--- src/rtl/multiplicador_acumulador_7bits.sv ---
// Shift-add multiply-accumulate: P = Q_in*B_in + R_in over a fixed N-cycle run.
// Rebuilds a dividend from the quotient, divisor and remainder of the restoring divider.
module multiplicador_acumulador_7bits #(
  parameter int N = 7
) (
  input  logic           clk,
  input  logic           rst,
  input  logic           start,
  input  logic [N-1:0]   Q_in,
  input  logic [N-1:0]   B_in,
  input  logic [N-1:0]   R_in,
  output logic [2*N-1:0] P,
  output logic           done,
  output logic           busy
);

  // state | meaning
  // IDLE  | waiting for start after reset
  // CALC  | one shift-add step per cycle, N cycles
  // DONE  | P valid and held until next accepted start
  typedef enum logic [1:0] {IDLE, CALC, DONE} state_t;

  localparam int CW = $clog2(N + 1);

  state_t           r_state;
  state_t           w_state_next;
  logic [2*N-1:0]   r_acc;
  logic [2*N-1:0]   r_mcand;
  logic [N-1:0]     r_mplier;
  logic [CW-1:0]    r_count;
  logic [2*N-1:0]   r_p;
  logic [2*N-1:0]   w_acc_next;
  logic             w_accept;
  logic             w_last;

  assign w_accept   = start && ((r_state == IDLE) || (r_state == DONE));
  assign w_last     = (r_state == CALC) && (r_count == CW'(1));
  assign w_acc_next = r_mplier[0] ? (r_acc + r_mcand) : r_acc;

  always_ff @(posedge clk or negedge rst) begin
    if (!rst) r_state <= IDLE;
    else      r_state <= w_state_next;
  end

  always_comb begin
    w_state_next = r_state;
    case (r_state)
      IDLE:    if (start) w_state_next = CALC;
      CALC:    if (r_count == CW'(1)) w_state_next = DONE;
      DONE:    if (start) w_state_next = CALC;
      default: w_state_next = IDLE;
    endcase
  end

  always_ff @(posedge clk or negedge rst) begin
    if (!rst) begin
      r_acc    <= '0;
      r_mcand  <= '0;
      r_mplier <= '0;
      r_count  <= '0;
      r_p      <= '0;
    end else if (w_accept) begin
      r_acc    <= {{N{1'b0}}, R_in};
      r_mcand  <= {{N{1'b0}}, B_in};
      r_mplier <= Q_in;
      r_count  <= CW'(N);
    end else if (r_state == CALC) begin
      r_acc    <= w_acc_next;
      r_mcand  <= r_mcand << 1;
      r_mplier <= r_mplier >> 1;
      r_count  <= r_count - CW'(1);
      // Final step folds straight into P so the result lands on the completion edge
      if (w_last) r_p <= w_acc_next;
    end
  end

  assign P    = r_p;
  assign busy = (r_state == CALC);
  assign done = (r_state == DONE);

endmodule

--- config.mk ---
export PLATFORM = sky130hd
export DESIGN_NAME = multiplicador_acumulador_7bits
export DESIGN_NICKNAME = d
export VERILOG_FILES = /design/src/rtl/multiplicador_acumulador_7bits.sv
export SDC_FILE = /design/constraint.sdc
export NUM_CORES = 1
export LEC_CHECK = 0
export ABC_CLOCK_PERIOD_IN_PS = 2200
export CELL_PAD_IN_SITES_DETAIL_PLACEMENT = 1
export CELL_PAD_IN_SITES_GLOBAL_PLACEMENT = 2
export CORE_MARGIN = 2
export CORE_UTILIZATION = 37
export CTS_BUF_LIST = sky130_fd_sc_hd__clkbuf_8
export CTS_CLUSTER_DIAMETER = 80
export DETAILED_ROUTE_END_ITERATION = 10
export DONT_BUFFER_PORTS = 1
export PLACE_DENSITY = 0.8
export SETUP_SLACK_MARGIN = 0.02
export SLEW_MARGIN = 20
export SYNTH_ARGS = -nofsm -noshare
export SYNTH_HDL_FRONTEND = slang
export SYNTH_SLANG_ARGS = --single-unit
--- constraint.sdc ---
create_clock -name clk -period 2.2 [get_ports clk]
set_input_delay 0.33 -clock clk [delete_from_list [all_inputs] [get_ports clk]]
set_output_delay 0.33 -clock clk [all_outputs]
set_load 0.1 [all_outputs]
==> flow_summary.ini <==
[synth]
syn_area_um2 = 2868
synth_most_common_cell = dfrtp_1
yosys-top-cells-area = dfrtp_1 (47%), ha_1 (6.5%), nand2_1 (6.5%)
synth_common_cells = dfrtp_1 (54), nand2_1 (50), o21ai_0 (30)
ys_types = 39
yosysTopAreaCell = dfrtp_1
syn_area_per_cell_um2 = 9.559
yosysWarnings = 0
synthCells = 300
synth_flop_cell = dfrtp_1
synth-seq-cells = 54
synth-seq-area-share_pct = 47.12
synthArstFlopShare_pct = 100.0
syn_nets = 340
synth_top_area_share_pct = 47.12
synth_edf_count = 0

[sta]
fin_crit_sh_pct = 101.4
min_period_ps = 2231
setup_viol = 2
worst_pin_slew_ps = 881.1
fin_worst_skew_ps = 6.286
max_freq_mhz = 448.3
slew_violations = 0
rsz0062_at_grt = true
maxSlewHeadroom_pct = 41.26
hold_viol = 0
layout_setup_ws_ps = -30.84

[cells_and_area]
fillers = 886
final_layout_size_suffix_gt1_share_pct = 22.55
finalInstanceArea_um2 = 3508
final_nets = 377
area_growth_pct = 22.34
n_antenna_cell = 0
instances_no_fill = 439

[floorplanning]
coreArea_um2 = 7607
die_h_um = 92.04
die_area_um2 = 8470
io_pins = 40
die_w_um = 92.04
start_util_pct = 37.70
fp-row-count = 32

[detailed_routing]
routedWlPerCell_um = 17.47
vias_per_cell = 5.446
drtIter0Drc = 79
highest_layer = met4
drt_pass1_iterations = 4
drc = 0
m1WireLength_um = 3556
wl_um = 7670
wl_met3_um = 265
dr_total_vias = 2391
final_antenna_net_count = 0
met2_length_um = 3783

[setup_path]
cp.arrival_ps = 2470
critPathCaptureType = flip-flop
start_kind = flip-flop
crit_path_max_fanout = 3
required_ps = 2440
reg2regPathDepth = 8
critical_path_class = reg2reg

[outcome]
status = complete, but fails checks
violations = setup timing

[global_route]
grt.total_usage_pct = 18.86
grt_pass1_vias = 2464
grt_pass1_wl_um = 12630
grt_start_max_net_pins = 55
grt.overflow.total = 0
antenna_found_initial = 0

[place]
dpl.cell_count = 425
port_buffers = 0
finalWeightedCongestion = 0.8325
place_area_um2 = 3224
dp.final_hpwl_um = 5355

[hold_path]
whs_path_depth = 1
min_path_type = in2reg

[clock_network]
cts_sinks = 54
cts_tree = built
h-tree-depth = 2
cts_buffers = 5
clk_pin_slew_ps = 100
worstSkewPairLatency_ps = 310
cts_buffer_depth = 2
cts-root-buf = clkbuf_8

[run]
max-cap-violations = 0
## metrics by stage
step	hold slack (ps)	util [%]	worst slack [ps]	TNS [ps]
finish	115.5	46.12	-30.84	-50.63
global route	122.7	46.12	-124.5	-561.2
CTS	108.5	44.67	0.1696	0
detailed placement	36.59	42.38	-145.8	-536.3
global placement	36.32	42.38	-26.37	-28.37
floorplan	34.41	-	70.04	0
## cell families after synthesis
family / count (synthesis) / synth area share (%)
AO/OA/AOI/OAI: 97 / 22.12
XOR/XNOR: 11 / 3.359
adder cells (fa/ha/maj): 16 / 7.243
buffers and inverters: 23 / 3.098
flip-flops: 54 / 47.12
multiplexers: 7 / 2.661
AND/OR/NAND/NOR: 92 / 14.40
## metal layers
| layer | up-vias | track usage (%) |
|---|---|---|
| met3 | 5 | 3.615 |
| met1 | 1208 | 25.71 |
| met5 | - | 0 |
| met2 | 37 | 31.56 |
| li1 | 1141 | - |
| met4 | 0 | 3.731 |
## registers in the layout (all words and copies together) (netlist names)
| register | count |
|---|---|
| P | 14 |
| r_acc | 14 |
| r_mcand | 14 |
| r_mplier | 7 |
| r_count | 3 |
| r_state | 2 |
## cells in the final DEF (no fill, tap or decap), types with 2 or more instances in the layout
| cell | synthesis | layout |
|---|---|---|
| dfrtp_1 | 54 | 54 |
| nand2_1 | 50 | 49 |
| buf_4 | 0 | 43 |
| o21ai_0 | 30 | 21 |
| a22oi_1 | 17 | 17 |
| a21oi_1 | 18 | 16 |
| ha_1 | 15 | 13 |
| nor2_1 | 11 | 9 |
| a22o_1 | 9 | 9 |
| and3_1 | 8 | 8 |
| o21ai_1 | 1 | 8 |
| nor3_1 | 7 | 7 |
| inv_1 | 7 | 6 |
| nand3_1 | 6 | 6 |
| nand2b_1 | 5 | 5 |
| mux2i_1 | 5 | 5 |
| clkbuf_8 | 0 | 5 |
| a21oi_2 | 2 | 4 |
| o21a_1 | 4 | 4 |
| xnor2_1 | 7 | 4 |
| a21o_1 | 3 | 3 |
| xnor2_2 | 0 | 3 |
| xor2_1 | 4 | 3 |
| nor2_2 | 0 | 2 |
| o21ai_2 | 0 | 2 |
| a32oi_1 | 2 | 2 |
## timing repair
action	CTS	global route
hold buffers	2	0
endpoints found under the hold margin	54	0
setup endpoints to repair	14	17
buffers inserted	1	4
pin swaps	1	20
gates resized for setup	8	19
## cell type report
cell class | count | area, um2 | area share (%)
inverter | 8 | 30.03 | 0.8559
clock inverter | 2 | 38.79 | 1.106
tap | 102 | 127.6 | 3.638
sequential | 54 | 1351 | 38.52
timing repair buffer | 45 | 360.3 | 10.27
multi-input combinational | 223 | 1531 | 43.65
clock buffer | 5 | 68.82 | 1.961
## worst max-delay path: stages (launching register included)
cell and delay (ps):
dfrtp_1 400, ha_1 310, a21o_1 200, or3_4 360
o2111ai_4 220, a21oi_2 100, mux2_4 340, xnor2_2 130
o21ai_1 110
## worst paths after layout
kind | start | endpoint | slack (ps)
worst max-delay path | r_acc[6]$_DFFE_PN0P_ | P[13]$_DFFE_PN0P_ | -30
worst min-delay path | start | r_state[1]$_DFFE_PN0P_ | 120
worst max register to register | r_acc[6]$_DFFE_PN0P_ | P[13]$_DFFE_PN0P_ | -30
worst min register to register | r_mplier[3]$_DFFE_PN0P_ | r_mplier[3]$_DFFE_PN0P_ | 490
max in group asynchronous | rst | r_mcand[6]$_DFFE_PN0P_ | 1390
min in group asynchronous | rst | P[12]$_DFFE_PN0P_ | 570
Power is not shown: default switching activity piles up to over one toggle a cycle in this logic, so the estimate is an artifact.
